==> src/rtl/output_argmax_scorer.sv <==
// rtl/output_argmax_scorer.sv - sequential argmax over NC signed output lanes with accuracy counters
// Optional feature macro: OUTPUT_ARGMAX_SCORE_EN (adds oData_BM_Score, the winning lane value)
module output_argmax_scorer #(
    parameter int NP   = 7,
    parameter int NC   = 6,
    parameter int WF   = 5,
    parameter int WCNT = 16,
    localparam int WO  = $clog2(NP) + 1 + WF,
    localparam int WL  = (NC > 1) ? $clog2(NC) : 1
) (
    input  logic                 iCLK,
    input  logic                 iRST,
    input  logic                 iValid_AM_Output,
    output logic                 oReady_AM_Output,
    input  logic [NC*WO-1:0]     iData_AM_Output,
    input  logic                 iValid_AS_Label,
    output logic                 oReady_AS_Label,
    input  logic [WL-1:0]        iData_AS_Label,
    output logic                 oValid_BM_Class,
    input  logic                 iReady_BM_Class,
    output logic [WL-1:0]        oData_BM_Class,
`ifdef OUTPUT_ARGMAX_SCORE_EN
    output logic signed [WO-1:0] oData_BM_Score,
`endif
    output logic                 oHit,
    output logic [WCNT-1:0]      oCount_Total,
    output logic [WCNT-1:0]      oCount_Hit,
    input  logic                 iClear
);

    typedef enum logic [1:0] {
        IDLE = 2'd0,
        SCAN = 2'd1,
        OUT  = 2'd2
    } state_t;

    localparam logic [WCNT-1:0] CNT_MAX  = '1;
    localparam logic [WL-1:0]   LAST_IDX = WL'(NC - 1);

    state_t state;
    state_t stateNext;

    // Captured sample: the whole vector and its label are frozen at the join.
    logic signed [WO-1:0] laneReg [NC];
    logic [WL-1:0]        labelReg;

    // Running argmax state and the lane pointer for the scan.
    logic signed [WO-1:0] bestVal;
    logic [WL-1:0]        bestIdx;
    logic [WL-1:0]        laneIdx;

    // Result of comparing the current lane against the running best.
    logic signed [WO-1:0] candVal;
    logic signed [WO-1:0] scanBestVal;
    logic [WL-1:0]        scanBestIdx;

    logic joinFire;
    logic retireFire;
    logic lastLane;

    assign lastLane = (laneIdx == LAST_IDX);

    // State register.
    always_ff @(posedge iCLK or negedge iRST) begin
        if (!iRST) begin
            state <= IDLE;
        end else begin
            state <= stateNext;
        end
    end

    // Next-state and handshake outputs; ready is a join of both inputs and is
    // forced low while reset is asserted so nothing is accepted in reset.
    always_comb begin
        stateNext        = state;
        oReady_AM_Output = 1'b0;
        oReady_AS_Label  = 1'b0;
        oValid_BM_Class  = 1'b0;
        joinFire         = 1'b0;
        retireFire       = 1'b0;
        case (state)
            IDLE: begin
                joinFire         = iRST & iValid_AM_Output & iValid_AS_Label;
                oReady_AM_Output = joinFire;
                oReady_AS_Label  = joinFire;
                if (joinFire) begin
                    stateNext = (NC == 1) ? OUT : SCAN;
                end
            end
            SCAN: begin
                if (lastLane) begin
                    stateNext = OUT;
                end
            end
            OUT: begin
                oValid_BM_Class = 1'b1;
                if (iReady_BM_Class) begin
                    retireFire = 1'b1;
                    stateNext  = IDLE;
                end
            end
            default: begin
                stateNext = IDLE;
            end
        endcase
    end

    // Strict signed compare so equal values never displace an earlier (lower) index.
    always_comb begin
        candVal     = laneReg[laneIdx];
        scanBestVal = bestVal;
        scanBestIdx = bestIdx;
        if (candVal > bestVal) begin
            scanBestVal = candVal;
            scanBestIdx = laneIdx;
        end
    end

    // Capture the sample at the join and walk one lane per cycle during the scan.
    always_ff @(posedge iCLK or negedge iRST) begin
        if (!iRST) begin
            for (int k = 0; k < NC; k++) begin
                laneReg[k] <= '0;
            end
            labelReg <= '0;
            bestVal  <= '0;
            bestIdx  <= '0;
            laneIdx  <= '0;
        end else if (joinFire) begin
            for (int k = 0; k < NC; k++) begin
                laneReg[k] <= iData_AM_Output[k*WO +: WO];
            end
            labelReg <= iData_AS_Label;
            bestVal  <= iData_AM_Output[0 +: WO];
            bestIdx  <= '0;
            laneIdx  <= WL'(1);
        end else if (state == SCAN) begin
            bestVal <= scanBestVal;
            bestIdx <= scanBestIdx;
            laneIdx <= laneIdx + WL'(1);
        end
    end

    // Result registers load once, on entry to OUT, and hold through any stall.
    // A label outside 0..NC-1 can never equal an index, so it never scores a hit.
    always_ff @(posedge iCLK or negedge iRST) begin
        if (!iRST) begin
            oData_BM_Class <= '0;
            oHit           <= 1'b0;
        end else if (joinFire && (NC == 1)) begin
            oData_BM_Class <= '0;
            oHit           <= (iData_AS_Label == '0);
        end else if ((state == SCAN) && lastLane) begin
            oData_BM_Class <= scanBestIdx;
            oHit           <= (scanBestIdx == labelReg);
        end
    end

`ifdef OUTPUT_ARGMAX_SCORE_EN
    // Winning lane value, loaded alongside the class index.
    always_ff @(posedge iCLK or negedge iRST) begin
        if (!iRST) begin
            oData_BM_Score <= '0;
        end else if (joinFire && (NC == 1)) begin
            oData_BM_Score <= iData_AM_Output[0 +: WO];
        end else if ((state == SCAN) && lastLane) begin
            oData_BM_Score <= scanBestVal;
        end
    end
`else
    // Without the score port the winning value lives only in bestVal.
`endif

    // Accuracy counters: clear has priority, each counter saturates on its own.
    always_ff @(posedge iCLK or negedge iRST) begin
        if (!iRST) begin
            oCount_Total <= '0;
            oCount_Hit   <= '0;
        end else if (iClear) begin
            oCount_Total <= '0;
            oCount_Hit   <= '0;
        end else if (retireFire) begin
            if (oCount_Total != CNT_MAX) begin
                oCount_Total <= oCount_Total + WCNT'(1);
            end
            if (oHit && (oCount_Hit != CNT_MAX)) begin
                oCount_Hit <= oCount_Hit + WCNT'(1);
            end
        end
    end

endmodule
==> config.mk <==
export PLATFORM = sky130hd
export DESIGN_NAME = output_argmax_scorer
export DESIGN_NICKNAME = d
export VERILOG_FILES = /design/src/rtl/output_argmax_scorer.sv
export SDC_FILE = /design/constraint.sdc
export NUM_CORES = 1
export LEC_CHECK = 0
export CAP_MARGIN = 40
export CORE_MARGIN = 5
export CORE_UTILIZATION = 47
export DETAILED_ROUTE_END_ITERATION = 8
export GPL_ROUTABILITY_DRIVEN = 0
export PLACE_DENSITY = 0.76
export REMOVE_ABC_BUFFERS = 1
export SYNTH_ARGS = -nofsm -noshare
export SYNTH_HDL_FRONTEND = slang
export SYNTH_SLANG_ARGS = --single-unit
==> constraint.sdc <==
create_clock -name iCLK -period 3.1 [get_ports iCLK]
set_input_delay 0.93 -clock iCLK [delete_from_list [all_inputs] [get_ports iCLK]]
set_output_delay 0.93 -clock iCLK [all_outputs]
set_load 0.02 [all_outputs]
; ---- Word-level counts from Yosys, hierarchy flattened
; Index checks and enable logic that the tools add are counted.
[totals]
regBits = 110
inputBits = 63
out_inout_bits = 39
wordCells = 69
[classes]
magnitude_cmp = 2
n_reduce_logical = 12
bitwise_logic = 3
mux = 25
n_eq_ne = 9
n_addsub = 3
[op_table]
columns = operator, n
row1 = $mux W16, 6
row2 = $mux W9, 5
row3 = $add A16 B1 Y16 const B, 2
row4 = $ne A16 B16 Y1 const B, 2
row5 = $bmux W9 S3, 1
row6 = $mux W3, 5
row7 = $reduce_bool A2 Y1, 5
row8 = $gt A9 B9 Y1, 1
row9 = $mux W2, 3
row10 = $ne A2 B2 Y1 const B, 3
row11 = $pmux W2 S3, 1
row12 = $reduce_and A2 Y1, 3
row13 = $ge A4 B4 Y1 const B, 1
row14 = $mux W1, 4
row15 = $not A3 Y4, 1
row16 = $add A3 B1 Y3 const B, 1
row17 = $eq A3 B3 Y1, 1
row18 = $eq A3 B3 Y1 const B, 1
row19 = $reduce_and A3 Y1, 1
row20 = $and A1 B1 Y1, 2
row21 = $eq A2 B1 Y1 const B, 1
row22 = $eq A2 B2 Y1 const B, 1
row23 = $logic_and A1 B1 Y1, 2
row24 = $logic_not A2 Y1, 1

; ---- Longest topological paths before layout
; Gate-level depths: netlist of run 1.
[logic_depth]
ltp_word = 8
ltp_mapped = 15
depth_no_buf = 12

; ---- Worst setup path before layout of run 1
; OpenSTA, ideal clock, no wires.
[synth_timing]
path_type = reg-to-reg
from = register laneIdx[0]
to = register bestVal[5]
path_stages_with_launch = 16
setup_slack_ns = -0.145
setup_time_ns = 0.134
t_arrival_ns = 3.111
cell_sequence = dfrtp_1 -> clkbuf_1 -> buf_4 -> mux4_2 -> nand2_1 -> o21ai_0 -> ha_1 -> a21o_1 -> nand2_1 -> nor4b_1 -> a2bb2oi_2 -> and2_1 -> buf_4 -> buf_6 -> mux2i_1 -> o21ai_0
[synth_between]
elab_chain_cells = 7
elab_cells_between_ends = 10
[synth_lines]
columns = element, line
row1 = from (decl), 50  ; logic [WL-1:0] laneIdx;
row2 = from (signal assigned), 140  ; laneIdx <= laneIdx + WL'(1);
row3 = $not A3 Y4 (implied by the code) *, 110  ; candVal = laneReg[laneIdx];
row4 = $bmux W9 S3 *, 110
row5 = $mux W9 (implied by the code) * (2 in series), 110
row6 = $gt A9 B9 Y1 or $mux W9 (tied branches), 113  ; if (candVal > bestVal) begin
row7 = $reduce_bool A2 Y1 (no source line) or $mux W9 (tied branches), n/a
row8 = $reduce_and A2 Y1 (no source line) or $mux W9 (tied branches), n/a
row9 = to (signal assigned), 134  ; bestVal <= iData_AM_Output[0 +: WO];
row10 = to (signal assigned), 138  ; bestVal <= scanBestVal;
row11 = to (decl), 48  ; logic signed [WO-1:0] bestVal;
; Mark *: on every way between the ends. The rest lies on a longest branch, timed or not. The select of a mux whose other input is x is not followed.
; A chain may end at the register's enable or synchronous reset.

; ---- Final worst setup path of run 1
[layout_timing]
from = register laneIdx[0]
to = register oHit
[layout_between]
elab_chain_cells = 7
elab_cells_between_ends = 9
[layout_lines]
columns = element, line
row1 = $not A3 Y4 (implied by the code), 110
row2 = $bmux W9 S3, 110
row3 = $mux W9 (implied by the code) (2 in series), 110
row4 = $gt A9 B9 Y1, 113
row5 = $mux W3, 113
row6 = $eq A3 B3 Y1, 155  ; oHit <= (scanBestIdx == labelReg);
row7 = to (signal assigned), 152  ; oHit <= (iData_AS_Label == '0);
row8 = to (signal assigned), 155
row9 = to (decl), 25  ; output logic oHit,
; Parallel ways exist; a longest one is shown, timed or not. The select of a mux whose other input is x is not followed.

==> impl_metrics.py, run 1 <==
metrics = {
    "finish": {
        "drive_gt1_share_pct": 11.42,
        "antenna_cells": 0,
        "final_cells": 826,
        "syn2layout_area_growth_pct": 31.13,
        "fin_nets": 754,
        "fillCellCount": 911,
    },
    "logic_synthesis": {
        "synthTopCellsByCount": "nand2_1 (210), dfrtp_1 (110), nor2_1 (37)",
        "synth_top_area_share_pct": 51.49,
        "ys_ff_latch": 110,
        "synth.distinct_cells": 39,
        "synth.most_common_cell": "nand2_1",
        "ys_seq_area_share_pct": 51.49,
        "synthTopCellsByArea": "dfrtp_1 (51%), nand2_1 (15%), mux2i_1 (4.7%)",
        "synth-edff-count": 0,
        "yosys_warnings": 0,
        "netlist_area_um2": 5346,
        "synth_area_leader_cell": "dfrtp_1",
        "synth-main-ff-cell": "dfrtp_1",
        "synthCells": 566,
        "synth.avg_cell_area_um2": 9.446,
        "async_reset_ff_share_pct": 100.0,
    },
    "setup_path": {
        "critPathCaptureType": "register",
        "worstReg2RegEnd": "oHit$_DFFE_PN0P_",
        "critPathLaunchType": "register",
        "crit_path_max_fanout": 6,
        "r2r_cells": 13,
        "max_stage_delay_ns": 0.52,
        "crit_slowest_cell": "mux4_2",
        "timing.rr.start": "laneIdx[0]$_DFFE_PN0P_",
        "cp_num_buf_inv": 3,
        "path_class": "register to register",
        "critPathTopFamily": "compound AO/OA/AOI/OAI gates",
        "cp.depth": 13,
        "worstPathArrival_ns": 3.28,
        "crit_start": "laneIdx[0]$_DFFE_PN0P_",
        "reg2reg_slack_ns": 0.06,
        "endpoint": "oHit$_DFFE_PN0P_",
        "crit_required_ns": 3.35,
        "crit_chain": "buf_12, buf_6, mux4_2, a21oi_2, ha_1, nand4_1, o21ai_1, a21oi_1, a2bb2oi_2, buf_4, mux2i_4, xor2_1, a32o_1",
    },
    "timing": {
        "relSlewSlack_pct": 58.19,
        "finalClockSkew_ns": 0.009259,
        "timing.fmax_mhz": 329.0,
        "finalHoldViolCount": 0,
        "fin_crit_sh_pct": 98.04,
        "setup_viol": 0,
        "layout_min_cycle_time_ns": 3.039,
        "slew_viol_final": 0,
        "tightest_slew_ns": 0.6271,
        "rsz0062_at_grt": "yes",
        "fin_ws_ns": 0.06077,
    },
    "cts": {
        "insertion_delay_ns": 0.35,
        "cts_buffer_depth": 2,
        "h-tree-depth": 3,
        "cts_made_buffers": 9,
        "cts_tree": "done",
        "clock-sinks": 110,
        "path_clk_slew_ns": 0.08,
        "cts_root_buffer": "clkbuf_16",
    },
    "power_and_ir_drop": {
        "clkPwrFrac_pct": 17.3,
        "combPwrFrac_pct": 47.8,
        "p_sw_uw": 2289,
        "seq_power_share_pct": 35.0,
        "internal_power_uw": 4077,
        "p_per_area_nw_per_um2": 908.2,
        "leakage_uw": 0.003291,
        "vdd_drop_max_mv": 0.5279,
        "p_sw_share_pct": 35.96,
        "total_power_uw": 6367,
    },
    "die": {
        "core_um2": 11270,
        "pin_count": 102,
        "die_w_um": 116.7,
        "start_util_pct": 47.43,
        "dieArea_um2": 13610,
        "fp.dieH_um": 116.7,
        "num_rows": 39,
    },
    "drt": {
        "drc": 0,
        "drtAntennaViolNets": 0,
        "viasPerCell": 5.173,
        "wl_per_cell_um": 15.07,
        "drt_iter0_drc": 210,
        "vias": 4273,
        "wl_mm": 12.45,
        "firstDrtPassIters": 5,
    },
    "global_routing": {
        "grt_pass1_vias": 4442,
        "grt_pass1_wl_mm": 21.00,
        "antenna_found_initial": 0,
        "track_usage_pct": 19.41,
        "grt_max_degree": 70,
        "overflow": 0,
    },
    "place": {
        "place_ws_ns": -0.2959,
        "dp_hpwl_mm": 8.711,
        "port_buffers": 101,
        "dp_cells": 803,
    },
    "min_path": {
        "min_path_type": "register to register",
        "min_path_cells": 2,
    },
    "status": {
        "status": "finished, final reports clean",
    },
    "run": {
        "cap_violations": 0,
    },
}
[flip-flops by register name, summed over array words and instances, names as in the netlist]
register        flops
bestVal             9
laneIdx             3
state               2
laneReg            54
oCount_Total       16
labelReg            3
bestIdx             3
oHit                1
oCount_Hit         16
oData_BM_Class      3
[stage by stage]
stage | utilization (%) | instance area (um2) | TNS, ns | hold WS (ns)
after floorplan | - | 5230 | -89.17 | 0.4403
after global placement | 58.18 | 6558 | -0.6002 | 0.4549
after detailed placement | 58.42 | 6585 | -1.054 | 0.4591
after CTS | 61.69 | 6954 | 0 | 0.4766
after global routing | 62.19 | 7010 | -0.09084 | 0.4912
final | 62.19 | 7010 | 0 | 0.4734
[what timing repair did]
action	CTS	global route
hold buffers	0	0
setup endpoints to repair	11	10
pin swaps	7	14
gates resized for setup	25	20
buffers inserted	6	2
[cell type report]
class	count	area, um2	area share [%]
multi-input combinational	417	2510	35.80
tap	143	178.9	2.552
sequential	110	2753	39.26
clock buffer	12	246.5	3.516
inverter	14	52.55	0.7496
timing repair buffer	126	1237	17.65
clock inverter	4	32.53	0.4640
[tightest hold or removal path: stages, from the launching register on]
cell     delay, ns
dfrtp_1       0.34
nand2_1       0.05
nand2_1       0.05
[kinds of logic (layout without fill, tap and decap cells)]
kind of cell               after synthesis  in the layout  share of synthesized area, %
buffers and inverters                   39            156                         3.159
AOI/OAI and AO/OA                       46             46                         5.570
adders and majority gates               13             13                         3.042
muxes                                   34             34                         8.472
xor gates and xnor gates                32             32                         5.242
DFF                                    110            110                         51.49
and+or+nand+nor                        292            292                         23.03
[cell usage in the layout (no fill, tap or decap), drive strengths merged, types with 2 or more instances in the layout]
cell type      synthesis  layout
or2                    2       2
clkdlybuf4s50          0      98
dfrtp                110     110
xor2                  21      21
mux4                   9       9
nor2b                  5       5
nand3                  9       9
nand4                  9       9
clkinv                 1       3
clkbuf                15      13
mux2i                 25      25
o21ai                 28      28
nand2                210     210
o2111a                 2       2
xnor2                 11      11
a31oi                  2       2
inv                   13      13
nor2                  37      37
ha                    13      13
a21oi                  7       7
and3                   4       4
buf                   10      27
and4                   7       7
or3                    3       3
and2                   3       3
clkinvlp               0       2
[power by group through the flow]
| stage | Sequential, uW | Combinational (uW) | Clock, uW |
|---|---|---|---|
| 4_1_cts | 2220 | 2870 | 1110 |
| 3_5_place_dp | 2240 | 2540 | 0 |
| 3_3_place_gp | 2220 | 2440 | 0 |
| 2_1_floorplan | 2260 | 1690 | 0 |
| 5_1_grt | 2290 | 3370 | 1180 |
| 6_report | 2230 | 3040 | 1100 |
[routing by layer]
metal	share of wire [%]	vias up	GRT usage [%]
li1	-	2081	-
met1	44	2083	26.11
met2	50	90	31.69
met3	3.7	19	3.316
met4	1.9	0	7.416
met5	0	-	0
[how the worst min path moves through the flow]
stage                                  startpoint  slack [ns]                       to
after floorplan           laneReg[27]$_DFFE_PN0P_        0.44  laneReg[27]$_DFFE_PN0P_
after global routing      laneReg[46]$_DFFE_PN0P_        0.49  laneReg[46]$_DFFE_PN0P_
after CTS                 laneReg[32]$_DFFE_PN0P_        0.48  laneReg[32]$_DFFE_PN0P_
after global placement    laneReg[46]$_DFFE_PN0P_        0.45  laneReg[46]$_DFFE_PN0P_
after detailed placement  laneReg[32]$_DFFE_PN0P_        0.46  laneReg[32]$_DFFE_PN0P_
final                     laneReg[18]$_DFFE_PN0P_        0.47  laneReg[18]$_DFFE_PN0P_
(Power assumes the default switching activity.)
==> inputs of run 2 (changes only) <==
Settings changed: SKIP_LAST_GASP set to 1.
Clock period 3.1 ns to 2.59 ns, I/O delays scaled along.
==> run 2 against run 1 <==
The run now ends with setup timing left. Utilization up 0.56 points. Total power rose by 21%. Routed wire length is 1.1% lower. First-iteration DRC count increased by 15%. Largest cell class unchanged. Largest power group unchanged.
==> impl_metrics.py, run 2 (synthesis results as in run 1) <==
metrics = {
    "cts": {
        "path_clk_slew_ns": 0.08,
        "cts_root_buffer": "clkbuf_16",
        "cts_tree": "done",
        "clock-sinks": 110,
        "cts_buffer_depth": 2,
        "insertion_delay_ns": 0.35,
        "h-tree-depth": 3,
        "cts_made_buffers": 9,
    },
    "drt": {
        "wl_per_cell_um": 14.73,
        "drc": 0,
        "wl_mm": 12.32,
        "firstDrtPassIters": 4,
        "viasPerCell": 5.189,
        "vias": 4338,
        "drtAntennaViolNets": 0,
        "drt_iter0_drc": 242,
    },
    "setup_path": {
        "r2r_cells": 13,
        "crit_required_ns": 2.83,
        "worstPathArrival_ns": 3.30,
        "crit_slowest_cell": "mux4_2",
        "crit_chain": "buf_6, mux4_2, nand2_2, o21ai_2, ha_1, nand4_1, o21ai_2, nor4b_4, a2bb2oi_2, buf_4, mux2i_2, xor2_1, a32o_1",
        "timing.rr.start": "laneIdx[0]$_DFFE_PN0P_",
        "critPathCaptureType": "register",
        "critPathLaunchType": "register",
        "path_class": "register to register",
        "crit_path_max_fanout": 8,
        "max_stage_delay_ns": 0.52,
        "reg2reg_slack_ns": -0.47,
        "worstReg2RegEnd": "oHit$_DFFE_PN0P_",
        "critPathMostFrequentCell": "o21ai_2",
    },
    "timing": {
        "worst_hold_slack_ns": 0.4654,
        "finalClockSkew_ns": 0.008686,
        "slew_viol_final": 0,
        "rsz0062_at_grt": "yes",
        "tightest_slew_ns": 0.6641,
        "layout_min_cycle_time_ns": 3.065,
        "timing.fmax_mhz": 326.3,
        "fin_crit_sh_pct": 118.3,
        "fin_ws_ns": -0.4749,
        "relSlewSlack_pct": 55.73,
        "finalHoldViolCount": 0,
        "setup_viol": 16,
    },
    "min_path": {
        "min_path_type": "input pin to async pin",
    },
    "finish": {
        "most-common-layout-cells": "nand2_1 (208), dfrtp_1 (110), clkdlybuf4s50_1 (96)",
        "final_common_cell": "nand2_1",
        "reg_top3": "laneReg (54), oCount_Hit (16), oCount_Total (16)",
        "fin_nets": 763,
        "regArea_um2": 2753,
        "design_area_um2": 7073,
        "syn2layout_area_growth_pct": 32.30,
        "fillCellCount": 909,
        "largest_register_ffs": 54,
        "final_cells": 836,
        "multi_input_area_um2": 2496,
        "drive_gt1_share_pct": 12.43,
        "top_register": "laneReg",
    },
    "status": {
        "status": "complete, but fails checks",
        "failed_checks": "setup timing",
    },
    "run": {
        "cap_violations": 0,
    },
    "die": {
        "dieArea_um2": 13610,
        "num_rows": 39,
        "fp.dieH_um": 116.7,
        "die_w_um": 116.7,
        "pin_count": 102,
        "core_um2": 11270,
        "start_util_pct": 47.43,
    },
    "global_routing": {
        "busiest_layer": "met2",
        "met2_usage_pct": 32.34,
        "track_usage_pct": 19.33,
        "met3_usage_pct": 3.212,
        "grt_max_degree": 68,
        "antenna_found_initial": 1,
        "grt_pass1_wl_mm": 21.11,
        "overflow": 0,
        "met1_usage_pct": 26.33,
        "grt_pass1_vias": 4454,
    },
    "power_and_ir_drop": {
        "leakage_uw": 0.003341,
        "p_per_area_nw_per_um2": 1089,
        "vdd_drop_max_mv": 0.5977,
    },
    "place": {
        "dp_cells": 813,
        "port_buffers": 101,
        "placed_area_um2": 6653,
        "dp_hpwl_mm": 8.861,
    },
}
run 2: changes by cell type in the layout (fill, tap and decap cells not counted), moves of 3 or more:
cell | previous run | this run
o21ai_1 | 6 | 13
mux2i_2 | 0 | 3
o21ai_0 | 15 | 11
buf_4 | 20 | 29
inv_8 | 0 | 3
o21ai_2 | 7 | 4
dlygate4sd2_1 | 0 | 3
run 2: routing by layer:
| metal | wire length [um] | part of all wire (%) |
|---|---|---|
| met4 | 180 | 1.5 |
| met2 | 6265 | 51 |
| met3 | 428 | 3.5 |
| met1 | 5440 | 44 |
| met5 | 0 | 0 |
run 2: worst max path at each step:
stage	endpoint	from	depth (start not counted)
after floorplan	oReady_AM_Output	iValid_AS_Label	2
after global placement	oReady_AM_Output	iValid_AM_Output	4
after detailed placement	oHit$_DFFE_PN0P_	laneIdx[0]$_DFFE_PN0P_	13
after CTS	oHit$_DFFE_PN0P_	laneIdx[0]$_DFFE_PN0P_	13
after global routing	oHit$_DFFE_PN0P_	laneIdx[0]$_DFFE_PN0P_	13
final	oHit$_DFFE_PN0P_	laneIdx[0]$_DFFE_PN0P_	13
run 2: worst max-delay path, delay by kind of cell (launching register included):
kind                       cells  cell delay [ns]
DFF                            1             0.38
AOI/OAI and AO/OA              4             0.77
muxes                          2             0.74
buffers and inverters          2             0.32
xor gates and xnor gates       1             0.09
adders and majority gates      1             0.31
and+or+nand+nor                3             0.34
run 2: what timing repair did:
item                       CTS  global route
pin swaps                    8            13
setup buffers                2             4
setup endpoints to repair   18            17
gates cloned                 0             0
hold buffers                 0             0
gates resized for setup     33            12
run 2: power breakdown:
part,switching [uW],internal [uW]
clock network,673,677
registers,347,2320
logic,1760,1930
total,2780,4920
run 2: layout make-up:
type                            count  share of cell area [%]
Sequential cell                   110                   38.92
Clock buffer                        9                   3.184
Inverter                           14                  0.7430
Timing Repair Buffer              135                   18.40
Multi-Input combinational cell    417                   35.29
Tap cell                          143                   2.530
Clock inverter                      7                  0.9022
Antenna cell                        1                 0.03538
run 2: per-stage QoR:
step | power, uW | util [%] | setup TNS, ns | setup slack [ns]
floorplan | 4727 | - | -116.92 | -2.076
CTS | 7481 | 61.99 | -4.742 | -0.4496
detailed placement | 5945 | 59.02 | -8.762 | -0.5920
finish | 7701 | 62.75 | -5.214 | -0.4749
global placement | 5792 | 58.84 | -6.119 | -0.5049
global route | 8290 | 62.75 | -7.281 | -0.5971
==> inputs of run 3 (changes only) <==
Settings changed: PLACE_DENSITY 0.76 to unset, PLACE_DENSITY_LB_ADDON set to 0.2, SKIP_CTS_REPAIR_TIMING set to 1.
==> run 3 against run 2 <==
The flow still finishes with violations (setup timing). Utilization up 0.089 points. Highest routed layer unchanged. Sequential share of layout area fell by 0.055 points. Critical path depth increased by 2. Combinational power up 1%. Die area unchanged. Register-to-register slack worse by 0.07 ns. Non-clock buffer count down 1. Routed wire length rose by 0.15%. Clock skew increased by 0.00070 ns. Via count shrank 3.0%. Largest cell class unchanged. Sequential power is essentially flat.
==> impl_metrics.py, run 3 (synthesis results as in run 1) <==
metrics = {
    "place": {
        "dp_cells": 814,
        "dp_hpwl_mm": 8.864,
        "port_buffers": 101,
    },
    "finish": {
        "reg_top3": "laneReg (54), oCount_Hit (16), oCount_Total (16)",
        "final_common_cell": "nand2_1",
        "fin_nets": 762,
        "syn2layout_area_growth_pct": 32.48,
        "most-common-layout-cells": "nand2_1 (208), dfrtp_1 (110), clkdlybuf4s50_1 (98)",
        "top_register": "laneReg",
        "largest_register_ffs": 54,
        "antenna_cells": 0,
        "final_cells": 834,
        "drive_gt1_share_pct": 12.01,
    },
    "cts": {
        "cts_tree": "done",
        "cts_root_buffer": "clkbuf_16",
        "path_clk_slew_ns": 0.08,
        "clock-sinks": 110,
        "h-tree-depth": 3,
        "cts_buffer_depth": 2,
        "cts_made_buffers": 9,
        "insertion_delay_ns": 0.34,
    },
    "setup_path": {
        "critPathTopFamily": "compound AO/OA/AOI/OAI gates",
        "path_class": "register to register",
        "critPathLaunchType": "register",
        "crit_path_max_fanout": 7,
        "critPathCaptureType": "register",
        "crit_chain": "buf_6, buf_4, mux4_2, nand2_1, o21ai_1, ha_1, nand4_1, o21ai_1, a21oi_1, a2bb2oi_2, buf_6, buf_6, mux2i_1, nor2_1, a32o_1",
        "crit_slowest_cell": "mux4_2",
        "critPathMostFrequentCell": "buf_6",
        "worstPathArrival_ns": 3.37,
        "cp_num_buf_inv": 4,
        "crit_required_ns": 2.83,
        "max_stage_delay_ns": 0.48,
    },
    "drt": {
        "wl_mm": 12.33,
        "drt_iter0_drc": 222,
        "wl_per_cell_um": 14.79,
        "vias": 4208,
        "drc": 0,
        "drtAntennaViolNets": 0,
        "firstDrtPassIters": 5,
        "viasPerCell": 5.046,
    },
    "die": {
        "core_um2": 11270,
        "fp.dieH_um": 116.7,
        "start_util_pct": 47.43,
        "dieArea_um2": 13610,
        "die_w_um": 116.7,
        "pin_count": 102,
        "num_rows": 39,
    },
    "run": {
        "cap_violations": 0,
    },
    "timing": {
        "setup_viol": 16,
        "finalClockSkew_ns": 0.009382,
        "worst_hold_slack_ns": 0.4755,
        "rsz0062_at_grt": "yes",
        "tightest_slew_ns": 0.6362,
        "finalHoldViolCount": 0,
        "fin_ws_ns": -0.5432,
        "fin_crit_sh_pct": 121.0,
        "relSlewSlack_pct": 57.58,
        "timing.fmax_mhz": 319.2,
        "slew_viol_final": 0,
        "layout_min_cycle_time_ns": 3.133,
    },
    "global_routing": {
        "grt_pass1_vias": 4320,
        "overflow": 0,
        "grt_max_degree": 68,
        "track_usage_pct": 18.71,
        "grt_pass1_wl_mm": 20.29,
        "antenna_found_initial": 0,
    },
    "status": {
        "failed_checks": "setup timing",
        "status": "complete, but fails checks",
    },
    "power_and_ir_drop": {
        "p_per_area_nw_per_um2": 1106,
        "leakage_uw": 0.003342,
        "vdd_drop_max_mv": 0.9175,
        "total_power_uw": 7836,
    },
    "min_path": {
        "min_path_type": "register to register",
    },
}
run 3: final cells by class:
type	instances	area, um2
fillers	944	4189
flip-flops and latches	110	2753
multi-input cells	417	2476
repair buffers	134	1309
clock buffers	10	239.0
well taps	143	178.9
clock inverters	6	75.07
inverters	14	52.55
run 3: power by group:
part | internal (uW) | switching (uW) | leakage, uW
Clock | 795 | 647 | 0.000152
Combinational | 1960 | 1770 | 0.00176
Sequential | 2320 | 341 | 0.00143
run 3: tightest hold or removal path, cell delays in order, from the launching register on:
cell	delay (ns)
dfrtp_1	0.34
nand2_1	0.05
nand2_1	0.05
run 3: stage by stage:
stage / utilization (%) / setup WS [ns] / area [um2] / setup TNS, ns
3_5_place_dp: 59.15 / -0.6310 / 6668 / -9.376
3_3_place_gp: 58.91 / -0.3931 / 6640 / -5.825
2_1_floorplan: - / -2.076 / 5230 / -116.92
6_report: 62.84 / -0.5432 / 7083 / -6.540
5_1_grt: 62.84 / -0.6319 / 7083 / -8.177
4_1_cts: 61.94 / -0.6960 / 6982 / -10.04
run 3: layer usage:
metal,GRT usage (%),vias to the layer above,part of all wire [%]
li1,-,2092,-
met4,4.358,0,0.82
met1,25.91,2043,46
met5,0,-,0
met3,3.316,9,3.7
met2,31.01,64,49
run 3: path summary, 6_finish.rpt:
path | startpoint | to | slack [ns] | cells past startpoint
max reg2reg | laneIdx[0]$_DFFE_PN0P_ | oHit$_DFFE_PN0P_ | -0.54 | 15
max | laneIdx[0]$_DFFE_PN0P_ | oHit$_DFFE_PN0P_ | -0.54 | 15
max in group asynchronous | iRST | laneReg[32]$_DFFE_PN0P_ | 1.11 | 4
min in group asynchronous | iRST | laneReg[29]$_DFFE_PN0P_ | 0.52 | 2
min | laneReg[14]$_DFFE_PN0P_ | laneReg[14]$_DFFE_PN0P_ | 0.48 | 2
min reg2reg | laneReg[14]$_DFFE_PN0P_ | laneReg[14]$_DFFE_PN0P_ | 0.48 | 2
